<file path="src/rtl/pad_io_pkg.sv">
// Shared defaults and types for the pad-side I/O conditioner.
// Holds the synchroniser/filter defaults, the loopback mode encoding and the per-channel response.
package pad_io_pkg;

   localparam int PAD_SYNC_STAGES = 2;
   localparam int PAD_FILT_W      = 4;

   typedef enum logic {
      SRC_PAD      = 1'b0,
      SRC_LOOPBACK = 1'b1
   } src_sel_e;

   localparam src_sel_e PAD_LOOPBACK_MODE = SRC_LOOPBACK;

   typedef struct packed {
      logic level;
      logic rise;
      logic fall;
   } pad_in_rsp_t;

   // Fewer than two flops is not a synchroniser; clamp rather than build a metastable path.
   function automatic int sync_depth(input int n);
      return (n < 2) ? 2 : n;
   endfunction

endpackage

</file>
<file path="src/rtl/pad_in_filter.sv">
// One input channel: synchroniser chain, glitch filter with run-length counter, and
// registered edge pulses aligned with the first cycle of the new filtered level.
module pad_in_filter
   import pad_io_pkg::*;
#(
   parameter int   SYNC_STAGES = PAD_SYNC_STAGES,
   parameter int   FILT_W      = PAD_FILT_W,
   parameter logic RST_VAL     = 1'b1
) (
   input  logic              clk,
   input  logic              rst,
   input  logic              src,
   input  logic [FILT_W-1:0] filt_len,
   output logic              level,
   output logic              rise,
   output logic              fall
);

   localparam int SN = sync_depth(SYNC_STAGES);

   logic [SN-1:0]     sync_q;
   logic              s;
   logic              f_q, f_d;
   logic [FILT_W-1:0] cnt_q, cnt_d;
   logic              rise_q, rise_d;
   logic              fall_q, fall_d;

   always_ff @(posedge clk or posedge rst) begin
      if (rst) sync_q <= {SN{RST_VAL}};
      else     sync_q <= {sync_q[SN-2:0], src};
   end

   assign s = sync_q[SN-1];

   // The >= compare lets a lowered filt_len take effect on the very next mismatch,
   // and cnt can never pass filt_len, so it cannot wrap.
   always_comb begin
      f_d    = f_q;
      cnt_d  = '0;
      rise_d = 1'b0;
      fall_d = 1'b0;
      if (s != f_q) begin
         if (cnt_q >= filt_len) begin
            f_d    = s;
            rise_d = s;
            fall_d = ~s;
         end else begin
            cnt_d = cnt_q + FILT_W'(1);
         end
      end
   end

   always_ff @(posedge clk or posedge rst) begin
      if (rst) begin
         f_q    <= RST_VAL;
         cnt_q  <= '0;
         rise_q <= 1'b0;
         fall_q <= 1'b0;
      end else begin
         f_q    <= f_d;
         cnt_q  <= cnt_d;
         rise_q <= rise_d;
         fall_q <= fall_d;
      end
   end

   assign level = f_q;
   assign rise  = rise_q;
   assign fall  = fall_q;

endmodule

</file>
<file path="src/rtl/pad_io_ctrl.sv">
// Multi-channel pad I/O conditioner: per-channel input filters, registered output
// data/enable, and an internal loopback that feeds pad_out_o back into the filters.
module pad_io_ctrl
   import pad_io_pkg::*;
#(
   parameter int                NUM_CH      = 4,
   parameter int                SYNC_STAGES = PAD_SYNC_STAGES,
   parameter int                FILT_W      = PAD_FILT_W,
   parameter logic [NUM_CH-1:0] RST_VAL     = {NUM_CH{1'b1}}
) (
   input  logic              clk,
   input  logic              rst,
   input  logic [NUM_CH-1:0] pad_in_i,
   input  logic [FILT_W-1:0] filt_len_i,
   input  logic              loopback_i,
   input  logic [NUM_CH-1:0] core_out_i,
   input  logic [NUM_CH-1:0] core_oe_i,
   output logic [NUM_CH-1:0] core_in_o,
   output logic [NUM_CH-1:0] rise_o,
   output logic [NUM_CH-1:0] fall_o,
   output logic [NUM_CH-1:0] pad_out_o,
   output logic [NUM_CH-1:0] pad_oe_o
);

   logic                     lb_sel;
   logic [NUM_CH-1:0]        src;
   pad_in_rsp_t [NUM_CH-1:0] rsp;

   assign lb_sel = (src_sel_e'(loopback_i) == PAD_LOOPBACK_MODE);

   // Switching the source is just another input change; the filters absorb it.
   assign src = lb_sel ? pad_out_o : pad_in_i;

   // Pads stay high-Z in reset and whenever loopback owns the input path.
   always_ff @(posedge clk or posedge rst) begin
      if (rst) begin
         pad_out_o <= '0;
         pad_oe_o  <= '0;
      end else begin
         pad_out_o <= core_out_i;
         pad_oe_o  <= core_oe_i & ~{NUM_CH{lb_sel}};
      end
   end

   for (genvar i = 0; i < NUM_CH; i++) begin : g_ch
      pad_in_filter #(
         .SYNC_STAGES (SYNC_STAGES),
         .FILT_W      (FILT_W),
         .RST_VAL     (RST_VAL[i])
      ) u_filt (
         .clk      (clk),
         .rst      (rst),
         .src      (src[i]),
         .filt_len (filt_len_i),
         .level    (rsp[i].level),
         .rise     (rsp[i].rise),
         .fall     (rsp[i].fall)
      );

      assign core_in_o[i] = rsp[i].level;
      assign rise_o[i]    = rsp[i].rise;
      assign fall_o[i]    = rsp[i].fall;
   end

endmodule

</file>
<file path="config.mk">
export PLATFORM = sky130hd
export DESIGN_NAME = pad_io_ctrl
export DESIGN_NICKNAME = d
export VERILOG_FILES = /design/src/rtl/pad_io_pkg.sv /design/src/rtl/pad_in_filter.sv /design/src/rtl/pad_io_ctrl.sv
export SDC_FILE = /design/constraint.sdc
export NUM_CORES = 1
export LEC_CHECK = 0
export BUFFER_PORTS_ARGS = -buffer_cell sky130_fd_sc_hd__buf_2
export CORE_MARGIN = 8
export CORE_UTILIZATION = 45
export DETAILED_ROUTE_END_ITERATION = 10
export PLACE_DENSITY = 0.71
export SYNTH_ARGS = -nofsm -noshare
export SYNTH_HDL_FRONTEND = slang
export SYNTH_HIERARCHICAL = 1
export SYNTH_SLANG_ARGS = --single-unit
</file>
<file path="constraint.sdc">
create_clock -name clk -period 2.4 [get_ports clk]
set_input_delay 0.36 -clock clk [delete_from_list [all_inputs] [get_ports clk]]
set_output_delay 0.36 -clock clk [all_outputs]
set_load 0.02 [all_outputs]
</file>
# After elaboration in Yosys (flattened, before gate mapping)
# Index checks and enable logic that the tools add are counted.
# classes
addsub	4
n_lt_le_gt_ge	4
n_eq_ne	4
n_mux	25
bitwise	6
n_reduce_logical	4
# op_table
operator	n
4-bit 2-to-1 mux	9
4-bit by 1-bit adder with 4-bit output (second input constant)	4
4-bit greater-or-equal comparator	4
1-bit 2-to-1 mux	16
2-bit AND reduction	4
4-bit AND	1
1-bit inequality test	4
1-bit NOT	4
4-bit NOT	1
# word_totals
regBits	44
input_bits	19
out_inout_bits	20
wordCells	69

# Depth between registers and ports, before layout
# Gate-level depths: netlist (run 1).
# depth
ltp_word	3
ltp_mapped	6
depth_no_buf	6

# By module
# The synthesis (run 1) kept the hierarchy.
# by_module_without_submodules
mod	n_inst	cells_per_inst	area_per_inst_um2	seq_area_each_um2
pad_in_filter	4	36	455.4	229.0
pad_io_ctrl	1	18	310.3	200.2

# Worst setup path before layout (run 1)
# OpenSTA, ideal clock, no wires.
# synth_path
path_kind	register to register
startpoint	register g_ch[0].u_filt.cnt_q[0]
endpoint	register g_ch[0].u_filt.f_q
setup_ns	0.082
arrival_ns	1.606
required_time_ns	2.318
path_slack_ns	0.712
path_stages_with_launch	7
path_buffers	0
period_less_slack_ns	1.688
path_cell_list	dfrtp_1 > inv_1 > ha_1 > nand2b_4 > a2111oi_4 > or2_4 > mux2_4
# synth_via
elab_chain_len	2
# synth_lines
item	line_no	rtl
start: declaration	pad_in_filter.sv:24	logic [FILT_W-1:0] cnt_q, cnt_d;
start signal: assignment	pad_in_filter.sv:61	cnt_q <= cnt_d;
4-bit greater-or-equal comparator	pad_in_filter.sv:43	if (cnt_q >= filt_len) begin
2-bit AND reduction (no line)	-	
end signal: assignment	pad_in_filter.sv:55	f_q <= RST_VAL;
end signal: assignment	pad_in_filter.sv:60	f_q <= f_d;
end: declaration	pad_in_filter.sv:23	logic f_q, f_d;
# No other way between the ends.
# A chain may end at the register's enable or synchronous reset.

# Worst setup path in the final report (run 1)
# layout_path
startpoint	register g_ch[3].u_filt.cnt_q[0]
endpoint	register g_ch[3].u_filt.f_q
# layout_via
elab_chain_len	2
# layout_lines
item	line_no
start: declaration	pad_in_filter.sv:24
start signal: assignment	pad_in_filter.sv:61
4-bit greater-or-equal comparator	pad_in_filter.sv:43
2-bit AND reduction (no line)	-
end signal: assignment	pad_in_filter.sv:55
end signal: assignment	pad_in_filter.sv:60
end: declaration	pad_in_filter.sv:23
# No other way between the ends.

==> results.toml, run 1 <==
[status]
status = "finished clean"

[clock_tree]
clockBufferDepth = 2
postCtsSetupBuffers = 0
cts_num_sinks = 44
cts-hold-fix-buffers = 0
htree_levels = 2
cts_made_buffers = 5
clkTransAtPathRegs_ps = 90
cts_tree = "yes"
cts_resized = 0
root_buffer = "clkbuf_8"
clkLatencyLatePin_ps = 290

[sta]
grt_setup_unrepaired = "false"
drv_slew = 0
finalSetupViolCount = 0
max_clock_freq_ghz = 0.556
finClkSkew_ps = 5.12
min_period_ps = 1800
slew_headroom_pct = 73.6
tns_ps = 0
tightestPinTransition_ps = 392
timing.final.ws_setup_ps = 602
fin_crit_sh_pct = 74.9
finalHoldViolations = 0

[layout]
n_fill_cell = 401
diodes = 0
drive_gt1_share_pct = 39.6
num-nets-final = 245
area_growth_pct = 15.9
stdcell_area_um2 = 2470
finish.utilization_pct = 53.0

[yosys]
netlist_area_um2 = 2130
ys_seq_elements = 44
syn_area_per_cell_um2 = 13.2
ys_seq_area_share_pct = 52.3
synth_fp_nets = 201
synthTopCellsByArea = "dfrtp_1 38%, dfstp_2 15%, ha_1 12%, mux2_4 5.6%, a2111oi_4 5.2%"
synth_warnings = 6
synth_top_area_cell = "dfrtp_1"
synth_top_area_share_pct = 37.6
synth_cell_types = 18
synthCells = 162

[worst_setup_path]
worst_setup_path_start_kind = "flop"
worstPathCellList = "inv_1 -> ha_1 -> nand2b_4 -> a2111oi_4 -> or2_4 -> mux2_4"
worst-endpoint-required_ps = 2620
slowest_stage = "dfrtp_1"
cp_max_fo = 4
crit_type = "flop to flop"
crit-reg2reg-capture = "g_ch[3].u_filt/level"
critPathBufInv = 1
r2r_start = "g_ch[3].u_filt/cnt_q[0]"
ff2ff_setup_slack_ps = 600
worstSetupEndpointType = "flop"
ff2ff_path_depth = 6
cp.arrival_ps = 2020
path_delay_family = "flip-flops"
max_stage_delay_ps = 410

[floorplanning]
rows = 25
io_pins = 39
core_um2 = 4660
fp.dieArea_um2 = 7200
die_y_um = 84.8
die_x_um = 84.8
start_util_pct = 45.7

[drt]
num_vias = 1266
first_pass_iters = 2
drc = 0
vias_per_cell = 4.85
drt-initial-drc-count = 6
finalWirelength_um = 3440
detail-route-antenna-nets = 0
avgRoutedWirePerCell_um = 13.2

[worst_hold_path]
hp-class = "input port to async pin"

[power]
leakage_nw = 1.30
peakVddDrop_mv = 0.390
finalPower_mw = 2.24
power_density_nw_per_um2 = 908

[global_route]
grt_max_degree = 16
antenna_found_initial = 0
grt_util_all_layers_pct = 10.7
grt_pass1_wl_um = 6290
first_global_vias = 1473
grt-ovfl-total = 0

[placed_design]
dp_hpwl_um = 2780
placed_area_um2 = 2380
dpl_worst_slack_ps = 538
gp_congestion = 0.791
io_buffers = 38

[run]
drv_cap = 0
==> sequential cells by signal, summed over array words and instances, names as in the netlist <==
signal / cells
g_ch.u_filt/cnt_q: 16
g_ch.u_filt/sync_q: 8
g_ch.u_filt/fall: 4
g_ch.u_filt/level: 4
g_ch.u_filt/rise: 4
pad_oe_o: 4
pad_out_o: 4
==> layout make-up <==
| type | instances | area [um^2] | area share (%) |
|---|---|---|---|
| clock inverters | 3 | 23.8 | 0.962 |
| inverters | 21 | 78.8 | 3.19 |
| multi-input cells | 96 | 926 | 37.5 |
| flip-flops and latches | 44 | 1120 | 45.2 |
| repair buffers | 38 | 190 | 7.70 |
| well taps | 54 | 67.6 | 2.73 |
| clock buffers | 5 | 68.8 | 2.78 |
==> placed cells by master, fill, tap and decap left out <==
master and count:
o21a_1 4, clkbuf_8 5, buf_2 38, ha_1 20
clkinvlp_4 2, and3_1 4, xnor2_1 4, or2_4 4
nor3b_1 8, nand2b_4 4, dfstp_2 12, and2b_2 4
xor2_1 8, clkinv_4 1, a2111oi_4 4, o21ai_0 4
inv_1 21, mux2_4 8, nand3_1 4, dfrtp_1 32
nor2_1 16
==> where the power goes <==
part / switching (mW) / internal [mW] / leakage (nW) / total, mW
Clock: 0.252 / 0.206 / 0.0404 / 0.458
Combinational: 0.353 / 0.399 / 0.707 / 0.751
Sequential: 0.129 / 0.906 / 0.550 / 1.03
==> cells in the mapped netlist <==
library cell / n
inv_1: 21
ha_1: 20
o21ai_0: 4
nand2b_4: 4
dfstp_2: 12
nand3_1: 4
xnor2_1: 4
or2_4: 4
mux2_4: 8
dfrtp_1: 32
nor2_1: 16
o21a_1: 4
xor2_1: 8
a2111oi_4: 4
nor3b_1: 8
buf_6: 1
and3_1: 4
and2b_2: 4
==> worst reg2reg max path, stage by stage, from the launching register on <==
cell	delay, ps
dfrtp_1	410
inv_1	60
ha_1	260
nand2b_4	140
a2111oi_4	350
or2_4	200
mux2_4	290
==> per-layer routing <==
layer  share of wire (%)  wire [um]  global-route usage, %  vias to the layer above
met1                  49       1680                   13.8                      610
met4                0.55         19                   2.91                        0
met5                   0          0                      0                        -
met2                  43       1470                   15.7                       35
met3                 7.9        271                   5.02                        2
li1                    -          -                      -                      619
==> how the worst max path moves through the flow <==
stage,from,end,depth (start not counted)
detailed placement,filt_len_i[0],g_ch[1].u_filt/level,6
global placement,filt_len_i[0],g_ch[2].u_filt/level,6
finish,g_ch[3].u_filt/cnt_q[0],g_ch[3].u_filt/level,6
global route,g_ch[3].u_filt/cnt_q[0],g_ch[3].u_filt/level,6
CTS,g_ch[3].u_filt/cnt_q[0],g_ch[3].u_filt/level,6
floorplan,g_ch[0].u_filt/cnt_q[0],g_ch[0].u_filt/level,6
==> kinds of logic (layout without fill, tap and decap cells) <==
kind of cell	Yosys count	in the layout	synth area share (%)
adder cells (fa/ha/maj)	20	20	11.7
AND/OR/NAND/NOR	44	44	13.6
XOR/XNOR	12	12	4.93
AO/OA/AOI/OAI	12	12	7.51
flip-flops	44	44	52.3
multiplexers	8	8	5.63
buffers and inverters	22	67	4.23
==> stage by stage <==
| step | cells | hold WS [ps] |
|---|---|---|
| 3_5_place_dp | 253 | 347 |
| 6_report | 261 | 37.1 |
| 5_1_grt | 261 | 43.3 |
| 3_3_place_gp | 253 | 345 |
| 2_1_floorplan | 162 | 176 |
| 4_1_cts | 261 | 34.8 |
Power figures use the tool's default switching activity.
==> run 2, diff against run 1 <==
--- a/config.mk
+++ b/config.mk
@@ -5,6 +5,7 @@
 export SDC_FILE = /design/constraint.sdc
 export NUM_CORES = 1
 export LEC_CHECK = 0
+export ABC_AREA = 1
 export BUFFER_PORTS_ARGS = -buffer_cell sky130_fd_sc_hd__buf_2
 export CORE_MARGIN = 8
 export CORE_UTILIZATION = 45
==> constraint.sdc (replaced) <==
create_clock -name clk -period 1.75 [get_ports clk]
set_input_delay 0.2625 -clock clk [delete_from_list [all_inputs] [get_ports clk]]
set_output_delay 0.2625 -clock clk [all_outputs]
set_load 0.02 [all_outputs]
==> results.toml, run 2 <==
[status]
status = "finished clean"

[power]
pwr-share-clk_pct = 21.5
peakVddDrop_mv = 0.490
finalPower_mw = 2.96
internal_power_mw = 1.93
p_sw_share_pct = 35.0
power_density_nw_per_um2 = 1170
switchingPower_mw = 1.04
pwr-share-comb_pct = 31.6
p_seq_share_pct = 46.9
leakage_nw = 1.60

[layout]
multiInputGateArea_um2 = 786
layout_common_cells = "69 x inv_1, 64 x nand2_1, 38 x buf_2"
top_register = "g_ch.u_filt/cnt_q"
stdcell_area_um2 = 2520
n_fill_cell = 438
regArea_um2 = 1120
drive_gt1_share_pct = 22.2
layout_commonest_cell = "inv_1"
final_cells = 347
num-nets-final = 331
largest_reg_flops = 16
diodes = 0
area_growth_pct = 15.9
top_regs = "g_ch.u_filt/cnt_q (16), g_ch.u_filt/sync_q (8)"

[yosys]
ys_top_cells_by_count = "69 x inv_1, 64 x nand2_1, 32 x dfrtp_1"
synth_warnings = 6
synth_cell_types = 14
synth_edf_count = 0
netlist_area_um2 = 2180
synth_top_area_cell = "dfrtp_1"
ys_seq_elements = 44
synthCells = 247
async_flop_share_pct = 100
yosysMostFrequentCell = "inv_1"
synth_top_area_share_pct = 36.8
synth_fp_nets = 286
ys.flop_type = "dfrtp_1"
synthTopCellsByArea = "dfrtp_1 37%, dfstp_2 14%, inv_1 12%, ha_1 12%, nand2_1 11%"
ys_seq_area_share_pct = 51.3
syn_area_per_cell_um2 = 8.81

[worst_setup_path]
max_stage_delay_ps = 410
worst-endpoint-required_ps = 1970
worstPathCellList = "inv_1 -> ha_1 -> nand2_1 -> inv_1 -> nand2_1 -> nand4_2 -> nor2_1"
worst_setup_path_start_kind = "flop"
cp_max_fo = 4
critPathBufInv = 2
slowest_stage = "dfrtp_1"
path_delay_family = "simple AND/OR/NAND/NOR gates"
ff2ff_setup_slack_ps = 460
cp.arrival_ps = 1510
crit_type = "flop to flop"
worstSetupEndpointType = "flop"

[drt]
vias_per_cell = 4.43
num_vias = 1538
drc = 0
detail-route-antenna-nets = 0
first_pass_iters = 4
drt-initial-drc-count = 31
finalWirelength_um = 3610
avgRoutedWirePerCell_um = 10.4

[placed_design]
gp_congestion = 0.765
dp.cells = 338
dp_hpwl_um = 2940
placed_area_um2 = 2420
io_buffers = 38

[floorplanning]
die_y_um = 85.5
core_um2 = 4690
die_x_um = 85.5
rows = 25
fp.dieArea_um2 = 7320
io_pins = 39
start_util_pct = 46.4

[sta]
tns_ps = 0
hold_slack_ps = 75.0
grt_setup_unrepaired = "false"
finClkSkew_ps = 4.41
finalSetupViolCount = 0
min_period_ps = 1290
finalHoldViolations = 0
fin_crit_sh_pct = 73.8
max_clock_freq_ghz = 0.775
tightestPinTransition_ps = 389
drv_slew = 0
slew_headroom_pct = 74.0

[clock_tree]
clockBufferDepth = 2
cts_made_buffers = 5
htree_levels = 2
clkTransAtPathRegs_ps = 80
cts_resized = 0
cts_num_sinks = 44
root_buffer = "clkbuf_8"
cts-hold-fix-buffers = 1
clkLatencyLatePin_ps = 290
postCtsSetupBuffers = 0
cts_tree = "yes"

[global_route]
antenna_found_initial = 0
grt-ovfl-total = 0
grt_max_degree = 13
grt_util_all_layers_pct = 11.3
first_global_vias = 1563
grt_pass1_wl_um = 6490

[worst_hold_path]
hp-class = "input port to flop"

[run]
drv_cap = 0
[run 2: cell types whose count changed after synthesis, moves of 8 or more]
cell,delta
mux2_4,-8
inv_1,+48
nor3b_1,-8
nand2_1,+64
[run 2: path summary, 6_finish.rpt]
path                                     startpoint                        to  cells past startpoint
max                         g_ch[0].u_filt/cnt_q[0]   g_ch[0].u_filt/cnt_q[2]                      7
min                                   core_out_i[3]              pad_out_o[3]                      1
max reg2reg                 g_ch[0].u_filt/cnt_q[0]   g_ch[0].u_filt/cnt_q[2]                      7
min reg2reg                g_ch[2].u_filt/sync_q[0]  g_ch[2].u_filt/sync_q[1]                      0
max in group asynchronous                       rst  g_ch[3].u_filt/sync_q[0]                      3
min in group asynchronous                       rst               pad_oe_o[0]                      3
[run 2: metal layers]
| layer | routed length (um) | GRT usage, % | vias up |
|---|---|---|---|
| met5 | 0 | 0 | - |
| met4 | 59 | 4.78 | 0 |
| met3 | 292 | 5.54 | 7 |
| met2 | 1550 | 18.0 | 37 |
| met1 | 1710 | 12.6 | 681 |
| li1 | - | - | 813 |
[run 2: worst reg2reg max path, stage by stage (launching register included)]
cell and delay, ps:
dfrtp_1 410, inv_1 60, ha_1 260, nand2_1 60
inv_1 40, nand2_1 100, nand4_2 170, nor2_1 120
[run 2: layout make-up]
| cell class | count | share of cell area [%] |
|---|---|---|
| tap | 54 | 2.68 |
| multi-input combinational | 132 | 31.2 |
| timing repair buffer | 39 | 7.94 |
| sequential | 44 | 44.2 |
| inverter | 70 | 10.4 |
| clock buffer | 8 | 3.57 |
[run 2: logic make-up (layout without fill, tap and decap cells)]
logic type	Yosys count	after routing	synth area share [%]
adders and majority gates	20	20	11.5
DFF	44	44	51.3
buffers and inverters	71	117	12.6
xor gates and xnor gates	8	8	3.22
AOI/OAI and AO/OA	4	4	1.61
and+or+nand+nor	100	100	19.8
[run 2: per-stage QoR]
stage,worst slack (ps),utilization [%]
after global routing,312,53.8
after detailed placement,421,51.6
after global placement,432,51.6
final,459,53.8
after CTS,443,53.8
after floorplan,576,-
[run 2: power groups by stage]
stage	Combinational (mW)	Clock (mW)	Sequential, mW
final	0.936	0.637	1.39
after floorplan	0.631	0	1.48
after CTS	0.956	0.668	1.39
after global routing	1.09	0.721	1.43
after detailed placement	0.950	0	1.41
after global placement	0.925	0	1.41
==> run 3, diff against run 2 <==
--- a/config.mk
+++ b/config.mk
@@ -10,7 +10,7 @@
 export CORE_MARGIN = 8
 export CORE_UTILIZATION = 45
 export DETAILED_ROUTE_END_ITERATION = 10
-export PLACE_DENSITY = 0.71
+export PLACE_DENSITY = 0.73
 export SYNTH_ARGS = -nofsm -noshare
 export SYNTH_HDL_FRONTEND = slang
 export SYNTH_HIERARCHICAL = 1
==> constraint.sdc (replaced) <==
create_clock -name clk -period 1.1 [get_ports clk]
set_input_delay 0.165 -clock clk [delete_from_list [all_inputs] [get_ports clk]]
set_output_delay 0.165 -clock clk [all_outputs]
set_load 0.02 [all_outputs]
==> results.toml, run 3 (synthesis results as in run 2) <==
[floorplanning]
rows = 25
fp.dieArea_um2 = 7320
io_pins = 39
die_x_um = 85.5
core_um2 = 4690
die_y_um = 85.5
start_util_pct = 46.4

[power]
internal_power_mw = 3.66
pwr-share-clk_pct = 17.3
leakage_nw = 1.83
finalPower_mw = 5.90
p_seq_share_pct = 36.8
pwr-share-comb_pct = 45.9
power_density_nw_per_um2 = 1860
p_sw_share_pct = 38.0
switchingPower_mw = 2.24
peakVddDrop_mv = 0.755

[sta]
finalSetupViolCount = 32
tightestPinTransition_ps = 412
grt_setup_unrepaired = "true"
finClkSkew_ps = 7.84
min_period_ps = 1220
finalHoldViolations = 0
slew_headroom_pct = 72.5
timing.final.ws_setup_ps = -123
max_clock_freq_ghz = 0.817
drv_slew = 0
fin_crit_sh_pct = 111

[placed_design]
dpl_worst_slack_ps = -154
dp_hpwl_um = 3300
io_buffers = 38
gp_congestion = 0.770
placed_area_um2 = 2630

[layout]
drive_gt1_share_pct = 48.3
regArea_um2 = 1120
layout_common_cells = "57 x inv_1, 36 x nand2_1, 34 x buf_2"
area_growth_pct = 46.1
diodes = 0
layout_commonest_cell = "inv_1"
num-nets-final = 357
multiInputGateArea_um2 = 1200
n_fill_cell = 363
top_regs = "g_ch.u_filt/cnt_q (16), g_ch.u_filt/sync_q (8)"
stdcell_area_um2 = 3180
top_register = "g_ch.u_filt/cnt_q"
largest_reg_flops = 16

[drt]
detail-route-antenna-nets = 0
vias_per_cell = 4.58
finalWirelength_um = 4560
first_pass_iters = 4
drt-initial-drc-count = 28
avgRoutedWirePerCell_um = 12.2
drc = 0
num_vias = 1707

[global_route]
antenna_found_initial = 0
grt_util_all_layers_pct = 13.0
first_global_vias = 1748
grt-ovfl-total = 0
grt_pass1_wl_um = 7470
grt_max_degree = 16

[clock_tree]
clockBufferDepth = 2
root_buffer = "clkbuf_8"
cts_tree = "yes"
htree_levels = 2
clkTransAtPathRegs_ps = 90
cts_made_buffers = 5
clkLatencyLatePin_ps = 300
cts_num_sinks = 44

[worst_hold_path]
hp-class = "input port to flop"
holdPathEnd = "pad_oe_o[1]"
holdPathStages = 3
hold_start = "core_oe_i[1]"

[worst_setup_path]
worstPathCellList = "inv_1 -> ha_1 -> nand2_1 -> inv_2 -> nand2_4 -> nand4_4 -> nor2_2"
worst-endpoint-required_ps = 1330
slowest_stage = "dfrtp_1"
cp_max_fo = 4
ff2ff_setup_slack_ps = -120
crit-reg2reg-capture = "g_ch[0].u_filt/cnt_q[0]"
worstSetupEndpointType = "flop"
worst_setup_path_start_kind = "flop"
cp.arrival_ps = 1460
r2r_start = "g_ch[0].u_filt/cnt_q[0]"
ff2ff_path_depth = 7
cp-startpoint = "g_ch[0].u_filt/cnt_q[0]"
max_stage_delay_ps = 370
crit_type = "flop to flop"

[run]
drv_cap = 0

[status]
violations = "setup timing"
status = "complete, but fails checks"
run 3: metal layers:
layer / vias up / part of all wire (%) / GRT usage [%]
met3: 8 / 6.1 / 5.06
met5: - / 0 / 0
met4: 0 / 1.9 / 5.25
li1: 867 / - / -
met2: 39 / 49 / 22.0
met1: 793 / 43 / 14.3
run 3: final cells by class:
type / count / area share, %
clock inverter: 3 / 0.748
multi-input combinational: 132 / 37.7
clock buffer: 5 / 2.17
sequential: 44 / 35.1
tap: 54 / 2.13
inverter: 70 / 8.58
timing repair buffer: 65 / 13.5
run 3: worst max-delay path, delay by kind of cell, from the launching register on:
family                     cells  cell delay [ps]
buffers and inverters          2              100
and+or+nand+nor                4              420
DFF                            1              370
adders and majority gates      1              270
run 3: repair_timing:
action	4_1_cts	5_1_grt
resized for setup	38	46
setup buffers	6	0
hold buffers	5	0
endpoints found under the setup margin	32	32
pin swaps	24	26
endpoints found under the hold margin	36	0
run 3: worst max path at each step:
stage	end	slack, ps
CTS	g_ch[1].u_filt/cnt_q[0]	-120
finish	g_ch[0].u_filt/cnt_q[0]	-120
global route	g_ch[0].u_filt/cnt_q[0]	-180
floorplan	g_ch[0].u_filt/cnt_q[0]	-30
detailed placement	g_ch[1].u_filt/cnt_q[0]	-150
global placement	g_ch[1].u_filt/cnt_q[1]	-120
run 3: power by group through the flow:
stage	clock, mW	sequential [mW]	combinational, mW
after CTS	1.06	2.15	2.41
after detailed placement	0	2.18	1.90
after global placement	0	2.17	1.83
after global routing	1.12	2.21	3.03
after floorplan	0	2.35	1.08
final	1.02	2.17	2.71
run 3: through the flow:
stage	hold WS [ps]	util [%]	TNS (ps)	std cells
after floorplan	-19.3	-	-781	247
after global placement	158	56.1	-2250	354
after detailed placement	163	56.1	-3100	354
after CTS	39.9	64.2	-2870	373
after global routing	45.4	67.7	-4480	373
final	52.0	67.7	-2790	373
